## src/rtl/reg_list_writer.sv

```systemverilog
// Register-list write sequencer: walks the set bits of a register mask and issues
// one register-file write (or synchronous clear) per listed register.
// Define REG_LIST_DESCENDING_EN to visit the highest listed register first.
module reg_list_writer #(
  parameter int WordLen   = 32,
  parameter int WordCount = 15
) (
  input  logic                           clk,
  input  logic                           rst,
  input  logic                           start,
  input  logic [WordCount-1:0]           regList,
  input  logic                           clearMode,
  input  logic [WordLen-1:0]             dataIn,
  input  logic                           dataValid,
  output logic                           dataReady,
  output logic [$clog2(WordCount)-1:0]   writeRegister,
  output logic [WordLen-1:0]             writeData,
  output logic                           regWrite,
  output logic                           sclr,
  output logic                           busy,
  output logic                           done,
  output logic [$clog2(WordCount+1)-1:0] writeCount
);

  localparam int IdxW = $clog2(WordCount);
  localparam int CntW = $clog2(WordCount + 1);

  localparam logic [1:0] ST_IDLE = 2'd0;
  localparam logic [1:0] ST_RUN  = 2'd1;
  localparam logic [1:0] ST_DONE = 2'd2;

  logic [1:0]           state_q, state_d;
  logic [WordCount-1:0] mask_q, mask_d;
  logic                 clear_q, clear_d;
  logic [CntW-1:0]      count_q, count_d;

  logic [IdxW-1:0]      sel_idx;
  logic [WordCount-1:0] sel_onehot;
  logic                 sel_last;
  logic                 in_run;
  logic                 xfer;

  // Priority pick of the next register; later loop iterations win.
  always_comb begin
    sel_idx = '0;
`ifdef REG_LIST_DESCENDING_EN
    for (int i = 0; i < WordCount; i++) begin
      if (mask_q[i]) sel_idx = IdxW'(i);
    end
`else
    for (int i = WordCount - 1; i >= 0; i--) begin
      if (mask_q[i]) sel_idx = IdxW'(i);
    end
`endif
  end

  assign sel_onehot = WordCount'(1) << sel_idx;
  assign sel_last   = ((mask_q & ~sel_onehot) == '0);
  assign in_run     = (state_q == ST_RUN);
  // Clear mode never waits on data: every RUN cycle retires one register.
  assign xfer       = in_run && (clear_q || dataValid);

  always_comb begin
    state_d = state_q;
    mask_d  = mask_q;
    clear_d = clear_q;
    count_d = count_q;
    case (state_q)
      ST_IDLE: begin
        if (start) begin
          mask_d  = regList;
          clear_d = clearMode;
          count_d = '0;
          state_d = (regList == '0) ? ST_DONE : ST_RUN;
        end
      end
      ST_RUN: begin
        if (xfer) begin
          mask_d  = mask_q & ~sel_onehot;
          count_d = count_q + CntW'(1);
          if (sel_last) state_d = ST_DONE;
        end
      end
      ST_DONE: state_d = ST_IDLE;
      default: state_d = ST_IDLE;
    endcase
  end

  always_ff @(posedge clk or posedge rst) begin
    if (rst) begin
      state_q <= ST_IDLE;
      mask_q  <= '0;
      clear_q <= 1'b0;
      count_q <= '0;
    end else begin
      state_q <= state_d;
      mask_q  <= mask_d;
      clear_q <= clear_d;
      count_q <= count_d;
    end
  end

  // Strobes are combinational so the register file can capture them mid-cycle.
  assign dataReady     = in_run && !clear_q;
  assign regWrite      = in_run && !clear_q && dataValid;
  assign sclr          = in_run && clear_q;
  assign writeRegister = in_run ? sel_idx : '0;
  assign writeData     = (in_run && !clear_q) ? dataIn : '0;
  assign busy          = in_run;
  assign done          = (state_q == ST_DONE);
  assign writeCount    = count_q;

endmodule

```

## config.mk

```make
export PLATFORM = sky130hd
export DESIGN_NAME = reg_list_writer
export DESIGN_NICKNAME = d
export VERILOG_FILES = /design/src/rtl/reg_list_writer.sv
export SDC_FILE = /design/constraint.sdc
export NUM_CORES = 1
export LEC_CHECK = 0
export BUFFER_PORTS_ARGS = -buffer_cell sky130_fd_sc_hd__buf_2
export CAP_MARGIN = 5
export CORE_ASPECT_RATIO = 1.4
export CORE_MARGIN = 2
export CORE_UTILIZATION = 44
export CTS_BUF_LIST = sky130_fd_sc_hd__clkbuf_16
export CTS_CLUSTER_SIZE = 25
export DETAILED_ROUTE_END_ITERATION = 10
export PLACE_DENSITY_LB_ADDON = 0.1
export SYNTH_ARGS = -nofsm -noshare
export SYNTH_HDL_FRONTEND = slang
export SYNTH_SLANG_ARGS = --single-unit
```

## constraint.sdc

```tcl
create_clock -name clk -period 2.8 [get_ports clk]
set_input_delay 0 -clock clk [delete_from_list [all_inputs] [get_ports clk]]
set_output_delay 0 -clock clk [all_outputs]
set_load 0.005 [all_outputs]
```

==> impl_metrics.json, run 1 <==
{
  "fin_nets": 364,
  "status": "finished, violations left",
  "violations": "hold timing",
  "clk_pin_slew_ns": 0.06,
  "slew_headroom_pct": 43.1,
  "ys_top_cells_by_area": "dfrtp_1, and2_1, a22o_1, nand2_1, o21ai_0",
  "multi_input_area_sq_mm": 0.00105,
  "hpwlAfterDp_mm": 4.00,
  "drive_gt1_share_pct": 38.5,
  "rsz0062_at_grt": "no",
  "synth_top_area_share_pct": 32.8,
  "seq_area_frac_synth_pct": 32.8,
  "final_common_cell": "buf_2",
  "setup_tns_ns": 0,
  "io_buffers": 96,
  "dieArea_sq_mm": 0.00433,
  "drv_slew": 0,
  "seq_area_sq_um": 551,
  "timing_worst_setup_path_type": "flop to flop",
  "cts_tree": "yes",
  "drtIter0Drc": 62,
  "yosys_warnings": 0,
  "initial_core_util_pct": 46.1,
  "grt_max_degree": 35,
  "netlist-cell-type-count": 52,
  "clockBufferDepth": 2,
  "ir_worst_vdd_uv": 686,
  "setup_viol": 0,
  "ant_nets": 0,
  "r2r_end": "state_q[1]",
  "num-fill-cells": 320,
  "numCtsBuffers": 3,
  "syn_inst": 204,
  "p_per_area_mw_per_mm2": 1100,
  "cts_root_buf": "clkbuf_16",
  "wl_per_cell_microns": 14.8,
  "crit_path_start_kind": "flop",
  "antenna_cells": 0,
  "routed_wl_mm": 5.20,
  "avgSynthCellArea_sq_um": 8.22,
  "die_x_microns": 56.2,
  "leakagePower_nw": 1.22,
  "crit_path_max_fanout": 10,
  "max_stage_delay_ns": 0.52,
  "cp-startpoint": "mask_q[0]",
  "finalCritPeriodShare_pct": 84.1,
  "cp.required_ns": 3.00,
  "max_cap_viol_count": 0,
  "worstMarginPinSlew_ns": 0.852,
  "grt_pass1_vias": 1847,
  "first_pass_iters": 4,
  "synth_area_sq_mm": 0.00168,
  "path_cells": "nor4_2 > and2_2 > o311ai_1 > o22ai_1 > o211ai_1 > a2111oi_1 > a21o_1",
  "post_cts_buffers": 0,
  "crit_end": "state_q[1]",
  "min_period_ns": 2.35,
  "synth_edf_count": 0,
  "rr_startpoint": "mask_q[0]",
  "yosys.area.top_type": "dfrtp_1",
  "drt_drc_violations_left": 0,
  "total_power_mw": 2.62,
  "grt_usage_pct": 24.6,
  "globalplace.congestion": 0.914,
  "finClkSkew_ns": 0.000882,
  "max_freq_ghz": 0.425,
  "hold_ws_ns": -0.00354,
  "crit_path_end_kind": "flop",
  "reg2reg_depth": 7,
  "clk_latency_ns": 0.25,
  "die_y_microns": 77.1,
  "cts.sinks": 22,
  "via_per_inst": 5.39,
  "final_hold_viol_count": 1,
  "core_area_sq_mm": 0.00364,
  "cp_slowest_cell": "nor4_2",
  "ys_ff_latch": 22,
  "htreeDepth": 1,
  "final_cell_mix": "buf_2, and2_1, dfrtp_1, nand2_1, dlygate4sd3_1",
  "num_rows": 26,
  "antenna_found_initial": 0,
  "area_growth_pct": 42.7,
  "reg2reg_slack_ns": 0.45,
  "synth_flop_cell": "dfrtp_1",
  "hold_path_class": "input pin to flop",
  "crit_arrival_ns": 2.55,
  "grt_pass1_wl_mm": 8.57,
  "grt_overflow": 0,
  "dr_total_vias": 1891,
  "async_reset_ff_share_pct": 100,
  "io_pins": 97,
  "syn_nets": 257
}
[cells by family (layout without fill, tap and decap cells)]
| kind of cell | Yosys count | count (layout) | synth area share (%) |
|---|---|---|---|
| adders and majority gates | 2 | 2 | 1.34 |
| AOI/OAI and AO/OA | 57 | 57 | 24.8 |
| DFF | 22 | 22 | 32.8 |
| and+or+nand+nor | 104 | 104 | 35.7 |
| muxes | 1 | 1 | 0.671 |
| buffers and inverters | 18 | 123 | 4.70 |
[registers in the layout, indices dropped and copies added (netlist names)]
name / flops
writeCount: 4
mask_q: 15
state_q: 2
clear_q: 1
[synthesized netlist by cell type (3+ instances only)]
cell type,number
o31ai_1,3
o21ai_0,11
clkbuf_1,9
dfrtp_1,22
nand2_1,21
and2_1,34
nor2b_1,5
nor3_1,6
nand3_1,3
o211ai_1,3
a22o_1,9
nor4_1,4
inv_1,7
a21oi_1,9
nor2_1,10
o22ai_1,5
[repair_timing]
| item | CTS | global route |
|---|---|---|
| gates resized for setup | 0 | 0 |
| hold buffers | 13 | 0 |
| endpoints found under the setup margin | 0 | 0 |
| endpoints found under the hold margin | 34 | 0 |
[how the worst min path moves through the flow]
| stage | to | slack [ns] | cells past startpoint | start |
|---|---|---|---|---|
| 2_1_floorplan | clear_q | -0.01 | 1 | rst |
| 3_3_place_gp | writeCount[2] | 0.22 | 2 | rst |
| 3_5_place_dp | writeCount[0] | 0.21 | 2 | rst |
| 4_1_cts | mask_q[2] | 0.003 | 3 | regList[2] |
| 5_1_grt | mask_q[0] | 0.02 | 3 | regList[0] |
| 6_report | mask_q[7] | -0.004 | 2 | regList[7] |
[where the power goes]
part / switching [mW] / internal (mW) / total (mW) / leakage [nW]
sequential: 0.177 / 0.442 / 0.618 / 0.282
clock: 0.114 / 0.189 / 0.303 / 0.0370
combinational: 0.899 / 0.802 / 1.70 / 0.904
[worst max-delay path: cells and delay by family, from the launching register on]
family,cells,cell delay [ns]
AO/OA/AOI/OAI,5,1.05
flip-flops,1,0.47
AND/OR/NAND/NOR,2,0.79
[layer usage]
metal  wire [microns]  GRT usage, %
met5                0             0
met4              125          8.10
met3              202          2.19
met2             2650          42.9
met1             2220          31.6
[stage by stage]
| step | util, % | hold slack, ns | cell area, sq um | setup slack (ns) | instances |
|---|---|---|---|---|---|
| global route | 65.7 | 0.0164 | 2390 | 0.183 | 351 |
| floorplan | - | -0.0108 | 1680 | 0.638 | 204 |
| finish | 65.7 | -0.00354 | 2390 | 0.445 | 351 |
| detailed placement | 60.1 | 0.215 | 2190 | 0.511 | 335 |
| CTS | 65.7 | 0.00262 | 2390 | 0.447 | 351 |
| global placement | 60.1 | 0.220 | 2190 | 0.541 | 335 |
[cell type report]
cell class | count | area share, %
repair buffers | 113 | 26.8
inverters | 7 | 1.10
well taps | 42 | 2.20
flip-flops and latches | 22 | 23.0
clock buffers | 3 | 3.14
multi-input cells | 164 | 43.8
(Power assumes the default switching activity.)
==> run 2, diff against run 1 <==
==> constraint.sdc (replaced) <==
create_clock -name clk -period 2.35 [get_ports clk]
set_input_delay 0 -clock clk [delete_from_list [all_inputs] [get_ports clk]]
set_output_delay 0 -clock clk [all_outputs]
set_load 0.005 [all_outputs]
==> impl_metrics.json, run 2 (synthesis gave the netlist of run 1 again) <==
{
  "grt_max_degree": 35,
  "drt_drc_violations_left": 0,
  "die_y_microns": 77.1,
  "largest_reg_flops": 15,
  "timing_worst_setup_path_type": "flop to flop",
  "dieArea_sq_mm": 0.00433,
  "crit_path_max_fanout": 3,
  "io_pins": 97,
  "ir_worst_vdd_uv": 881,
  "placed_cell_area_sq_mm": 0.00226,
  "whs_endpoint": "mask_q[14]",
  "dr_total_vias": 1946,
  "grt_pass1_wl_mm": 8.58,
  "core_area_sq_mm": 0.00364,
  "grt_overflow": 0,
  "numCtsBuffers": 3,
  "area_growth_pct": 46.6,
  "clk_latency_ns": 0.25,
  "finalCritPeriodShare_pct": 96.7,
  "max_cap_viol_count": 0,
  "min_period_ns": 2.27,
  "hold_path_class": "input pin to flop",
  "cp_slowest_cell": "or4_4",
  "hold_ws_ns": -0.00244,
  "finClkSkew_ns": 0.00336,
  "fin_nets": 370,
  "initial_core_util_pct": 46.1,
  "violations": "hold timing",
  "hp-start": "regList[14]",
  "setup_tns_ns": 0,
  "cts_root_buf": "clkbuf_16",
  "max_freq_ghz": 0.440,
  "p_per_area_mw_per_mm2": 1340,
  "globalplace.congestion": 0.924,
  "path_cells": "or4_4 > or2_4 > nor2_4 > o211ai_2 > a22o_1 > a2111oi_1 > a21o_1",
  "r2r_end": "state_q[1]",
  "ant_nets": 0,
  "crit_path_end_kind": "flop",
  "rsz0062_at_grt": "no",
  "fin_area_sq_mm": 0.00246,
  "grt_usage_pct": 24.5,
  "antenna_cells": 0,
  "final_hold_viol_count": 2,
  "setup_viol": 0,
  "drtIter0Drc": 66,
  "final_cell_mix": "buf_2, and2_1, dfrtp_1, nand2_1, buf_4",
  "die_x_microns": 56.2,
  "htreeDepth": 1,
  "routed_wl_mm": 5.26,
  "clk_pin_slew_ns": 0.06,
  "hpwlAfterDp_mm": 4.10,
  "crit_family": "simple AND/OR/NAND/NOR gates",
  "rr_startpoint": "mask_q[11]",
  "largest_register": "mask_q",
  "io_buffers": 96,
  "crit_path_start_kind": "flop",
  "max_stage_delay_ns": 0.56,
  "wl_per_cell_microns": 14.7,
  "crit_arrival_ns": 2.47,
  "leakagePower_nw": 1.26,
  "num_rows": 26,
  "final_common_cell": "buf_2",
  "drv_slew": 0,
  "post_cts_buffers": 0,
  "reg2reg_slack_ns": 0.08,
  "clockBufferDepth": 2,
  "antenna_found_initial": 0,
  "cts.sinks": 22,
  "worst-path-buf-inv": 0,
  "reg2reg_depth": 7,
  "worstMarginPinSlew_ns": 0.926,
  "via_per_inst": 5.45,
  "holdPathStages": 2,
  "slew_headroom_pct": 38.2,
  "status": "finished, violations left",
  "first_pass_iters": 4,
  "cts_tree": "yes",
  "cp.required_ns": 2.54,
  "grt_pass1_vias": 1859,
  "drive_gt1_share_pct": 41.6
}
[run 2: cell count changes in the layout (fill, tap and decap cells not counted)]
cell and delta:
a2111oi_0 -1, buf_4 +9, a2111oi_1 +1, a221oi_1 -1, nor4_2 +1, dlygate4sd3_1 -3, o22ai_1 -1, o31ai_2 -1
nor4_1 -1, o31ai_4 +1, a221oi_2 +1, o22ai_2 +1
[run 2: how the worst max path moves through the flow]
stage                     startpoint         end  slack, ns  depth (start not counted)
after floorplan           mask_q[11]  state_q[1]       0.19                          7
after global placement    mask_q[11]  state_q[1]       0.12                          7
after detailed placement  mask_q[11]  state_q[1]       0.09                          7
after CTS                 mask_q[11]  state_q[1]       0.07                          7
after global routing      mask_q[12]  state_q[1]     0.0008                          7
final                     mask_q[11]  state_q[1]       0.08                          7
[run 2: cell type report]
| cell class | instances | area (sq um) |
|---|---|---|
| Tap cell | 42 | 52.6 |
| Fill cell | 318 | 1180 |
| Timing Repair Buffer | 119 | 678 |
| Inverter | 7 | 26.3 |
| Multi-Input combinational cell | 164 | 1080 |
| Sequential cell | 22 | 551 |
| Clock buffer | 3 | 75.1 |
[run 2: timing repair]
item	CTS	global route
hold buffers	10	0
endpoints found under the setup margin	0	2
gates resized for setup	0	5
hold endpoints to repair	31	0
[run 2: where the power goes]
part | internal (mW) | leakage [nW] | switching (mW)
combinational | 1.06 | 0.945 | 1.19
clock | 0.225 | 0.0370 | 0.131
sequential | 0.527 | 0.282 | 0.152
[run 2: routing by layer]
layer | GRT usage [%] | share of wire, % | up-vias
li1 | - | - | 967
met5 | 0 | 0 | -
met4 | 7.86 | 1.1 | 0
met3 | 2.36 | 4.5 | 4
met1 | 31.2 | 42 | 903
met2 | 43.1 | 52 | 72
[run 2: through the flow]
step           instances  hold slack (ns)  utilization (%)  power, mW  setup slack, ns
6_report             357         -0.00244             67.5       3.29           0.0766
5_1_grt              357          0.00517             67.5       3.57         0.000817
4_1_cts              357         0.000600             66.7       3.23           0.0692
3_5_place_dp         344            0.214             61.9       2.85           0.0931
3_3_place_gp         344            0.219             61.9       2.83            0.118
2_1_floorplan        204          -0.0108                -       2.03            0.188
